<file path="src/rtl/video_in_pkg.sv">
// Shared definitions for the camera capture engine: register map, bit positions
// within the control/status registers, and the capture state encoding.
package video_in_pkg;

  localparam logic [1:0] ADDR_CTRL   = 2'd0;
  localparam logic [1:0] ADDR_STATUS = 2'd1;
  localparam logic [1:0] ADDR_DATA   = 2'd2;
  localparam logic [1:0] ADDR_COUNT  = 2'd3;

  localparam int CTRL_EN     = 0;
  localparam int CTRL_DEC    = 1;
  localparam int CTRL_IRQ_EN = 2;

  localparam int STAT_EMPTY     = 0;
  localparam int STAT_OVF       = 1;
  localparam int STAT_FDONE     = 2;
  localparam int STAT_LEVEL_LSB = 8;

  typedef enum logic [1:0] {
    ST_IDLE,
    ST_ARMED,
    ST_CAPTURE,
    ST_DONE
  } state_t;

endpackage

</file>
<file path="src/rtl/video_in_fifo.sv">
// Single-clock show-ahead FIFO; a pop and a push in the same cycle both succeed
// even when full, since the pop frees the slot the push needs.
module video_in_fifo #(
  parameter int WIDTH = 32,
  parameter int DEPTH = 16
) (
  input  logic                     clk,
  input  logic                     reset_n,
  input  logic                     push,
  input  logic [WIDTH-1:0]         wdata,
  input  logic                     pop,
  output logic [WIDTH-1:0]         rdata,
  output logic                     full,
  output logic                     empty,
  output logic [$clog2(DEPTH):0]   level
);
  localparam int AW = $clog2(DEPTH);

  logic [WIDTH-1:0] mem [DEPTH];
  logic [AW-1:0]    wr_ptr;
  logic [AW-1:0]    rd_ptr;
  logic             do_push;
  logic             do_pop;

  assign empty   = (level == '0);
  assign full    = (level == (AW+1)'(DEPTH));
  assign do_pop  = pop & ~empty;
  assign do_push = push & (~full | do_pop);
  assign rdata   = mem[rd_ptr];

  always_ff @(posedge clk) begin
    if (do_push) mem[wr_ptr] <= wdata;
  end

  always_ff @(posedge clk) begin
    if (!reset_n) begin
      wr_ptr <= '0;
      rd_ptr <= '0;
      level  <= '0;
    end else begin
      if (do_push) wr_ptr <= wr_ptr + AW'(1);
      if (do_pop)  rd_ptr <= rd_ptr + AW'(1);
      case ({do_push, do_pop})
        2'b10:   level <= level + (AW+1)'(1);
        2'b01:   level <= level - (AW+1)'(1);
        default: level <= level;
      endcase
    end
  end

endmodule

</file>
<file path="src/rtl/video_in_capture.sv">
// Camera capture engine: frames pixels with LINE/FRAME_VALID, packs two per word
// into a FIFO and exposes control, status, data and counters on an Avalon-MM slave.
module video_in_capture
  import video_in_pkg::*;
#(
  parameter int PIXEL_W    = 12,
  parameter int FIFO_DEPTH = 16,
  parameter int CNT_W      = 16
) (
  input  logic               sys_clk_clk,
  input  logic               sys_reset_reset_n,
  input  logic               video_in_PIXEL_EN,
  input  logic               video_in_LINE_VALID,
  input  logic               video_in_FRAME_VALID,
  input  logic [PIXEL_W-1:0] video_in_PIXEL_DATA,
  input  logic [1:0]         camera_slave_address,
  input  logic               camera_slave_read,
  input  logic               camera_slave_write,
  input  logic [31:0]        camera_slave_writedata,
  output logic [31:0]        camera_slave_readdata,
  output logic               camera_irq
);
  localparam int LVL_W = $clog2(FIFO_DEPTH) + 1;

  state_t state, state_next;
  logic [2:0]       ctrl;
  logic             ovf, fdone;
  logic             lv_q, fv_q;
  logic             half, col_par, line_par;
  logic [15:0]      low_half;
  logic [CNT_W-1:0] line_cnt, frame_cnt, last_lines;

  logic        fv_rise, fv_fall, lv_fall;
  logic        start, done, active;
  logic        col_eff, line_eff, half_eff;
  logic        strobe, accept, flush;
  logic        push, pop, full, empty, overflow;
  logic [31:0] push_word, fifo_rdata, status_word;
  logic [15:0] pixel16;
  logic [LVL_W-1:0] level;
  logic [8:0]  level9;
  logic [7:0]  level8;
  logic        unused_wdata;

  assign fv_rise = video_in_FRAME_VALID & ~fv_q;
  assign fv_fall = ~video_in_FRAME_VALID & fv_q;
  assign lv_fall = ~video_in_LINE_VALID & lv_q;

  always_comb begin
    state_next = state;
    start      = 1'b0;
    done       = 1'b0;
    case (state)
      ST_IDLE:
        if (ctrl[CTRL_EN] && !video_in_FRAME_VALID) state_next = ST_ARMED;
      ST_ARMED:
        if (!ctrl[CTRL_EN]) state_next = ST_IDLE;
        else if (fv_rise) begin
          state_next = ST_CAPTURE;
          start      = 1'b1;
        end
      ST_CAPTURE:
        if (fv_fall) state_next = ST_DONE;
      ST_DONE: begin
        done       = 1'b1;
        state_next = ctrl[CTRL_EN] ? ST_ARMED : ST_IDLE;
      end
      default: state_next = ST_IDLE;
    endcase
  end

  // The frame-start cycle already accepts pixels, so parity is seen as cleared there.
  assign active    = start | (state == ST_CAPTURE);
  assign col_eff   = start ? 1'b0 : col_par;
  assign line_eff  = start ? 1'b0 : line_par;
  assign half_eff  = start ? 1'b0 : half;
  assign strobe    = active & video_in_PIXEL_EN & video_in_LINE_VALID & video_in_FRAME_VALID;
  assign accept    = strobe & (~ctrl[CTRL_DEC] | (~col_eff & ~line_eff));
  assign flush     = (state == ST_CAPTURE) & (lv_fall | fv_fall) & half;
  assign pixel16   = 16'(video_in_PIXEL_DATA);
  assign push      = (accept & half_eff) | flush;
  assign push_word = flush ? {16'h0000, low_half} : {pixel16, low_half};
  assign pop       = camera_slave_read & (camera_slave_address == ADDR_DATA) & ~empty;
  assign overflow  = push & full & ~pop;

  always_ff @(posedge sys_clk_clk) begin
    if (!sys_reset_reset_n) state <= ST_IDLE;
    else                    state <= state_next;
  end

  always_ff @(posedge sys_clk_clk) begin
    if (!sys_reset_reset_n) begin
      lv_q       <= 1'b0;
      fv_q       <= 1'b0;
      half       <= 1'b0;
      col_par    <= 1'b0;
      line_par   <= 1'b0;
      low_half   <= '0;
      line_cnt   <= '0;
      frame_cnt  <= '0;
      last_lines <= '0;
    end else begin
      lv_q <= video_in_LINE_VALID;
      fv_q <= video_in_FRAME_VALID;
      if (start) begin
        half     <= 1'b0;
        col_par  <= 1'b0;
        line_par <= 1'b0;
        line_cnt <= '0;
      end
      if (strobe) col_par <= ~col_eff;
      if (accept) begin
        if (!half_eff) begin
          low_half <= pixel16;
          half     <= 1'b1;
        end else begin
          half     <= 1'b0;
        end
      end
      if (state == ST_CAPTURE && lv_fall) begin
        line_cnt <= line_cnt + CNT_W'(1);
        line_par <= ~line_par;
        col_par  <= 1'b0;
        half     <= 1'b0;
      end else if (state == ST_CAPTURE && fv_fall) begin
        half <= 1'b0;
      end
      if (done) begin
        frame_cnt  <= frame_cnt + CNT_W'(1);
        last_lines <= line_cnt;
      end
    end
  end

  video_in_fifo #(
    .WIDTH(32),
    .DEPTH(FIFO_DEPTH)
  ) u_fifo (
    .clk    (sys_clk_clk),
    .reset_n(sys_reset_reset_n),
    .push   (push),
    .wdata  (push_word),
    .pop    (pop),
    .rdata  (fifo_rdata),
    .full   (full),
    .empty  (empty),
    .level  (level)
  );

  // A 256-deep FIFO can hold 256 words; the 8-bit level field saturates there.
  assign level9 = 9'(level);
  assign level8 = level9[8] ? 8'hFF : level9[7:0];

  always_comb begin
    status_word                          = '0;
    status_word[STAT_EMPTY]              = empty;
    status_word[STAT_OVF]                = ovf;
    status_word[STAT_FDONE]              = fdone;
    status_word[STAT_LEVEL_LSB +: 8]     = level8;
  end

  assign unused_wdata = &{1'b0, camera_slave_writedata[31:3]};
  assign camera_irq   = ctrl[CTRL_IRQ_EN] & (fdone | ovf);

  // New events win over a same-cycle W1C so none is lost.
  always_ff @(posedge sys_clk_clk) begin
    if (!sys_reset_reset_n) begin
      ctrl                  <= '0;
      ovf                   <= 1'b0;
      fdone                 <= 1'b0;
      camera_slave_readdata <= '0;
    end else begin
      if (camera_slave_write && camera_slave_address == ADDR_CTRL)
        ctrl <= camera_slave_writedata[2:0];
      if (camera_slave_write && camera_slave_address == ADDR_STATUS) begin
        if (camera_slave_writedata[STAT_OVF])   ovf   <= 1'b0;
        if (camera_slave_writedata[STAT_FDONE]) fdone <= 1'b0;
      end
      if (overflow) ovf   <= 1'b1;
      if (done)     fdone <= 1'b1;
      if (camera_slave_read) begin
        case (camera_slave_address)
          ADDR_CTRL:   camera_slave_readdata <= {29'd0, ctrl};
          ADDR_STATUS: camera_slave_readdata <= status_word;
          ADDR_DATA:   camera_slave_readdata <= empty ? 32'd0 : fifo_rdata;
          ADDR_COUNT:  camera_slave_readdata <= {16'(frame_cnt), 16'(last_lines)};
          default:     camera_slave_readdata <= '0;
        endcase
      end
    end
  end

endmodule

</file>
<file path="config.mk">
export PLATFORM = sky130hd
export DESIGN_NAME = video_in_capture
export DESIGN_NICKNAME = d
export VERILOG_FILES = /design/src/rtl/video_in_pkg.sv /design/src/rtl/video_in_fifo.sv /design/src/rtl/video_in_capture.sv
export SDC_FILE = /design/constraint.sdc
export NUM_CORES = 1
export LEC_CHECK = 0
export ABC_AREA = 0
export CAP_MARGIN = 20
export CORE_UTILIZATION = 30
export CTS_BUF_LIST = sky130_fd_sc_hd__clkbuf_4
export DETAILED_ROUTE_END_ITERATION = 12
export HOLD_SLACK_MARGIN = 0.12
export RECOVER_POWER = 25
export SLEW_MARGIN = 20
export SYNTH_ARGS = -nofsm -noshare
export SYNTH_HDL_FRONTEND = slang
export SYNTH_HIERARCHICAL = 1
export SYNTH_SLANG_ARGS = --single-unit
</file>
<file path="constraint.sdc">
create_clock -name sys_clk_clk -period 4.8 [get_ports sys_clk_clk]
set_clock_uncertainty 0.1 [all_clocks]
set_input_delay 0.96 -clock sys_clk_clk [delete_from_list [all_inputs] [get_ports sys_clk_clk]]
set_output_delay 0.96 -clock sys_clk_clk [all_outputs]
set_load 0.005 [all_outputs]
</file>
### Yosys cells after proc, flatten, opt, wreduce, memory -nomap -nowiden

Memories as Yosys holds them, arrays and structs flattened. A register that Yosys moved wholly into a read port is not among the register bits.
Cells that the tools add are included.

| cells by class | value |
|---|---|
| add/subtract/negate cells | 6 |
| eq/ne operators | 12 |
| mux-type cells | 33 |
| bitwise operators | 36 |
| reduce and logical (&&, ||, !) cells | 21 |

Operator list:

| operator | count |
|---|---|
| case mux 32 bit (4 select lines) | 1 |
| adder 16 x 1 -> 16 bit, second input constant | 2 |
| two-way mux 16 bit | 2 |
| two-way mux 32 bit | 1 |
| two-way mux 28 bit | 1 |
| two-way mux 1 bit | 20 |
| AND 1 bit | 18 |
| NOT 1 bit | 12 |
| nonzero test 2 bit | 6 |
| == test 2 bit, second input constant | 5 |
| case mux 5 bit (2 select lines) | 1 |
| adder 4 x 1 -> 4 bit, second input constant | 2 |
| two-way mux 2 bit | 4 |
| two-way mux 4 bit | 2 |
| case mux 2 bit (4 select lines) | 1 |
| == test 2 x 1 -> 1 bit, second input constant | 3 |
| OR 1 bit | 6 |
| AND reduction 2 bit | 3 |
| adder 5 x 1 -> 5 bit, second input constant | 1 |
| == test 5 bit, second input constant | 1 |
| logical AND 1 bit | 5 |
| logical NOT 5 bit | 1 |
| subtractor 5 x 1 -> 5 bit, second input constant | 1 |
| logical NOT 2 bit | 2 |
| 6 further kinds | 7 |

| storage, ports and cells | value |
|---|---|
| register bits after elaboration | 117 |
| RAM bits | 448 |
| input port bits | 53 |
| output and inout bits | 33 |
| word-level logic and storage cells | 126 |
| memories | 1 |

Memory list:

| memory | depth | bits a word | read ports | clocked after memory_dff | write ports | line | source |
|---|---|---|---|---|---|---|---|
| u_fifo.mem | 16 | 28 | 1 | 1 | 1 | video_in_fifo.sv:19 | `logic [WIDTH-1:0] mem [DEPTH];` |

### Depth between registers and ports, before layout

| logic depth | value |
|---|---|
| word-level depth | 16 |
| mapped depth | 17 |
| mapped depth without buffers | 14 |

### Modules after synthesis

Netlist, hierarchy kept.

Modules (own cells, without submodules):

| module | instances | cells each | area each (um^2) | sequential area each (um^2) |
|---|---|---|---|---|
| video_in_fifo | 1 | 908 | 20175.6 | 15715.1 |
| video_in_capture | 1 | 527 | 4583.1 | 2082.0 |

### Worst setup path after synthesis

No wires, ideal clock.

| timing | value |
|---|---|
| path type | input to register |
| from | input port video_in_FRAME_VALID |
| to | memory u_fifo/mem[10][0] (netlist name) (enable) |
| data arrival time | 3.509 ns |
| slack | 0.799 ns |
| stages | 11 |
| buffers on the path | 2 |
| cell sequence | nand2b_1 > or2_2 > clkbuf_1 > o211ai_1 > and2_1 > ha_1 > nand2b_1 > clkbuf_1 > o21ai_4 > nor3b_1 > and2_1 |

| between the ends | value |
|---|---|
| longest elaborated chain between the ends | 14 |

Ends and longest elaborated chain:

| element | line | source |
|---|---|---|
| from (decl) | video_in_capture.sv:14 | `input logic video_in_FRAME_VALID,` |
| AND 1 bit | video_in_capture.sv:45 | `assign fv_rise = video_in_FRAME_VALID & ~fv_q;` |
| two-way mux 1 bit | video_in_capture.sv:58 | `else if (fv_rise) begin` |
| two-way mux 1 bit | video_in_capture.sv:57 | `if (!ctrl[CTRL_EN]) state_next = ST_IDLE;` |
| two-way mux 1 bit | video_in_capture.sv:53 | `case (state)` |
| OR 1 bit / two-way mux 1 bit (equally long branches) | - |  |
| AND 1 bit / NOT 1 bit (equally long branches) | video_in_capture.sv:77, video_in_capture.sv:78 |  |
| AND 1 bit (on tied branches) | video_in_capture.sv:77, video_in_capture.sv:78 |  |
| AND 1 bit / OR 1 bit (equally long branches) | video_in_capture.sv:77, video_in_capture.sv:78 |  |
| AND 1 bit | video_in_capture.sv:78 | `assign accept = strobe & (~ctrl[CTRL_DEC] \| (~col_eff & ~line_eff));` |
| AND 1 bit | video_in_capture.sv:81 | `assign push = (accept & half_eff) \| flush;` |
| OR 1 bit * | video_in_capture.sv:81 |  |
| net push | video_in_capture.sv:37 | `logic push, pop, full, empty, overflow;` |
| AND 1 bit * | video_in_fifo.sv:28 | `assign do_push = push & (~full \| do_pop);` |
| two-way mux 1 bit * | video_in_fifo.sv:32 | `if (do_push) mem[wr_ptr] <= wdata;` |
| two-way mux 1 bit (implied by the code) * | video_in_fifo.sv:32 |  |
| to (decl) | video_in_fifo.sv:19 |  |

Mark *: on every way through the listed nets, which the timed path passes. The rest lies on a longest branch.

### Worst setup path in the final report

| timing | value |
|---|---|
| from | register state[0] |
| to | register u_fifo.level[4] |

| between the ends | value |
|---|---|
| longest elaborated chain between the ends | 12 |

Ends and longest elaborated chain:

| element | line | source |
|---|---|---|
| from (decl) | video_in_capture.sv:25 | `state_t state, state_next;` |
| from (signal assigned) | video_in_capture.sv:88 | `else state <= state_next;` |
| == test 2 x 1 -> 1 bit | video_in_capture.sv:53 |  |
| two-way mux 1 bit | video_in_capture.sv:53 |  |
| OR 1 bit / two-way mux 1 bit (equally long branches) | - |  |
| AND 1 bit / NOT 1 bit (equally long branches) | video_in_capture.sv:77, video_in_capture.sv:78 |  |
| AND 1 bit (on tied branches) | video_in_capture.sv:77, video_in_capture.sv:78 |  |
| AND 1 bit / OR 1 bit (equally long branches) | video_in_capture.sv:77, video_in_capture.sv:78 |  |
| AND 1 bit | video_in_capture.sv:78 |  |
| AND 1 bit | video_in_capture.sv:81 |  |
| OR 1 bit * | video_in_capture.sv:81 |  |
| net push | video_in_capture.sv:37 |  |
| AND 1 bit * | video_in_fifo.sv:28 |  |
| == test 2 x 1 -> 1 bit / == test 2 bit (equally long branches) | video_in_fifo.sv:43 | `case ({do_push, do_pop})` |
| case mux 5 bit (2 select lines) / nonzero test 2 bit (equally long branches) | - |  |
| to (signal assigned) | video_in_fifo.sv:44 | `2'b10: level <= level + (AW+1)'(1);` |
| to (signal assigned) | video_in_fifo.sv:45 | `2'b01: level <= level - (AW+1)'(1);` |
| to (signal assigned) | video_in_fifo.sv:46 | `default: level <= level;` |
| to (decl) | video_in_fifo.sv:15 | `output logic [$clog2(DEPTH):0] level` |

Marks and branches as above.
A chain may end at the register's enable or synchronous reset.

==> key figures <==
Power
  • Leakage Power: 9.170 nW
  • Sequential power share: 55.4%
  • Sw Share: 20.84%
  • Internal Power: 8.456 mW
  • Power density cells: 364.0 mW/mm^2
  • Sw Pwr: 2.227 mW
  • Clock power frac: 43.2%
  • Max VDD drop: 217.3 uV
  • Logic pwr share: 1.4%
  • Total Power: 10.68 mW

Run status
  • Status: complete, but fails checks
  • Failing checks: capacitance limit, slew limit

Yosys
  • EDFF count, synth: 512
  • Post-synthesis adder-cell area fraction: 0.6873%
  • Post-synthesis mux area share: 13.04%
  • Synth Warn #: 6
  • Post-synth ARST share: 0%
  • Avg Inst Size Synth: 17.25 sq um
  • Distinct cell type count of the synthesized netlist: 63
  • Main combinational cell family by area after synthesis: multiplexers
  • Main flop type after synthesis: edfxtp_1
  • Area contributors post-synth: edfxtp_1, mux4_2, dfxtp_1
  • Sequential share of the synthesized area: 71.88%
  • Syn Inst Count: 1435
  • Synth area leader: edfxtp_1
  • Xor/xnor share of the synthesized area: 0.7075%
  • Synth Area in Compound Gates: 5.867%
  • Simple-gate share of the synthesized area: 6.074%
  • Share of the synthesized area in the top cell type: 62.10%
  • Synthesized area: 0.02476 sq mm
  • Post-synthesis register bit count: 633

Routing
  • Vias: 13894
  • DRC violations left: 0
  • Router iterations before antenna repair: 5
  • WL/cell: 19.35 microns
  • Routed Antenna Nets: 0
  • Initial detailed-routing violation count: 1103
  • Avg Vias per Cell: 4.775
  • Final wirelength: 56310 microns

Global route
  • Vias in the first global route: 14228
  • Gr usage total: 13.72%
  • Initial antenna violation count: 3
  • First-pass GRT wire length: 85040 microns
  • Largest net degree at the start of global routing: 83
  • Gr ovfl total: 0

Floorplanning
  • Die area: 0.08368 sq mm
  • I/O pin cnt: 86
  • Core Area: 0.08107 sq mm
  • Die W: 289.3 microns
  • Initial Utilization: 30.54%
  • Placement Rows: 104
  • Die height: 289.3 microns

Critical path
  • CP max FO: 15
  • CP endpoint kind: flip-flop
  • CP Data Arrival Time: 4.40 ns
  • Worst r2r src: state[0]
  • FF-to-FF path depth: 13
  • Crit Path Class: flip-flop to flip-flop
  • Reg-to-reg endpoint: u_fifo/level[4]
  • Worst path required time: 5.58 ns
  • R2R setup slack: 1.18 ns
  • CP Launch Type: flip-flop

Worst hold path
  • Hold Path End: last_lines[5]
  • HP Class: flip-flop to flip-flop
  • Hold depth: 2
  • Worst Hold Launch: last_lines[5]

Flow run
  • # Max-Cap Violations: 2

STA
  • RSZ-0062 raised after global routing: no
  • Final Critical Period: 3.622 ns
  • Tcrit/Tclk final: 75.45%
  • Slew Limit Fails: 121
  • Max transition margin: -26.49%
  • Setup_tns: 0 ns
  • Worst-margin pin slew: 1.897 ns
  • Hold slack final: 0.3559 ns
  • Fmax: 276.1 MHz
  • Fin. Hold Viols: 0
  • Setup-failing EPs final: 0

Placed design
  • Placed cell area: 0.02728 sq mm
  • Gp weighted congestion: 0.7663
  • DP Cell Count: 2634
  • Post-detail-place hpwl: 33920 microns
  • Port Buffers: 56

Cells and area
  • Commonest non-fill, non-tap cell in the layout: edfxtp_1
  • Post-route cell area: 0.02935 sq mm
  • Layout cells sized above 1: 24.97%
  • Non-filler cells, final: 2910
  • Synthesis-to-layout area growth: 18.55%
  • Nets: 1797
  • Most frequent cells in the layout: edfxtp_1, clkbuf_4, mux4_2
  • Fill cells: 7617

Clocking
  • CTS Sinks: 633
  • CTS tree: done
  • CTS root buf: clkbuf_4
  • Worst-path clk slew: 0.06 ns
  • Hold buffers post-CTS: 0
  • PostCTS Resize Cnt: 0
  • Clock tree buffer depth: 3
  • CTS H-Tree Depth: 4
  • Num CTS Buffers: 155
  • Worst skew pair latency: 0.99 ns
  • Post-CTS Setup Bufs: 0
==> flip-flops by register name (all words and copies together), names as in the netlist, named ones only <==
register               count
state                      1
half                       1
line_cnt                  16
u_fifo/mem               512
frame_cnt                 16
u_fifo/rd_ptr              4
ovf                        1
col_par                    1
lv_q                       1
u_fifo/level               5
fdone                      1
u_fifo/wr_ptr              4
fv_q                       1
camera_slave_readdata     32
low_half                  12
ctrl                       3
last_lines                16
line_par                   1
==> layer usage <==
| layer | track usage, % | wire [microns] |
|---|---|---|
| met1 | 18.21 | 25200 |
| met2 | 20.81 | 26220 |
| met3 | 4.724 | 4065 |
| met4 | 4.868 | 832 |
| met5 | 0 | 0 |
==> cell type report <==
type	instances	area (sq um)	share of cell area [%]
Timing Repair Buffer	99	1018	3.470
Clock buffer	241	1809	6.164
Antenna cell	4	10.01	0.03410
Tap cell	1060	1326	4.519
Multi-Input combinational cell	825	7059	24.05
Inverter	17	63.81	0.2174
Clock inverter	31	259.0	0.8824
Sequential cell	633	17800	60.66
==> logic make-up (layout without fill, tap and decap cells) <==
family,count (synthesis),count (layout)
and+or+nand+nor,302,302
buffers and inverters,104,388
muxes,160,160
xor gates and xnor gates,20,20
DFF,633,633
adders and majority gates,13,13
AOI/OAI and AO/OA,202,202
other,1,132
==> Yosys cell counts (19+ instances only) <==
library cell	instances
edfxtp_1	512
mux4_2	130
dfxtp_1	121
a22oi_1	94
nand2_1	92
nor2_1	72
clkbuf_1	56
and2_1	39
a21oi_1	33
mux2i_1	29
a211oi_1	22
buf_2	20
nand3_1	19
==> stage by stage <==
stage                     utilization, %  setup slack, ns
final                              36.21            1.178
after global routing               36.21           0.9174
after CTS                          36.21            1.210
after detailed placement           33.65           0.4096
after global placement             33.65           0.4202
after floorplan                        -           0.7988
==> worst max path at each step <==
stage	from	to
floorplan	video_in_FRAME_VALID	u_fifo/mem[10][0]
global placement	video_in_FRAME_VALID	u_fifo/level[4]
detailed placement	video_in_FRAME_VALID	u_fifo/level[4]
CTS	state[0]	u_fifo/level[4]
global route	state[0]	u_fifo/level[4]
finish	state[0]	u_fifo/level[4]
==> power groups by stage <==
stage / sequential (mW) / clock, mW / combinational, mW
finish: 5.91 / 4.62 / 0.152
global route: 5.91 / 5.05 / 0.171
CTS: 5.91 / 4.76 / 0.152
detailed placement: 6.03 / 0 / 0.152
global placement: 6.03 / 0 / 0.149
floorplan: 6.03 / 0 / 0.0738
==> critical path: stages (launching register included) <==
cell and delay, ns:
dfxtp_1 0.61, nand3b_1 0.21, or2_2 0.46, and2_1 0.22
ha_1 0.17, nand2b_1 0.19, nor2b_1 0.23, o21ai_4 0.10
inv_2 0.13, ha_1 0.28, nand2b_1 0.11, a21oi_1 0.11
or4_1 0.53, nand4_1 0.10
No activity file was read; power rests on OpenSTA's default activity.
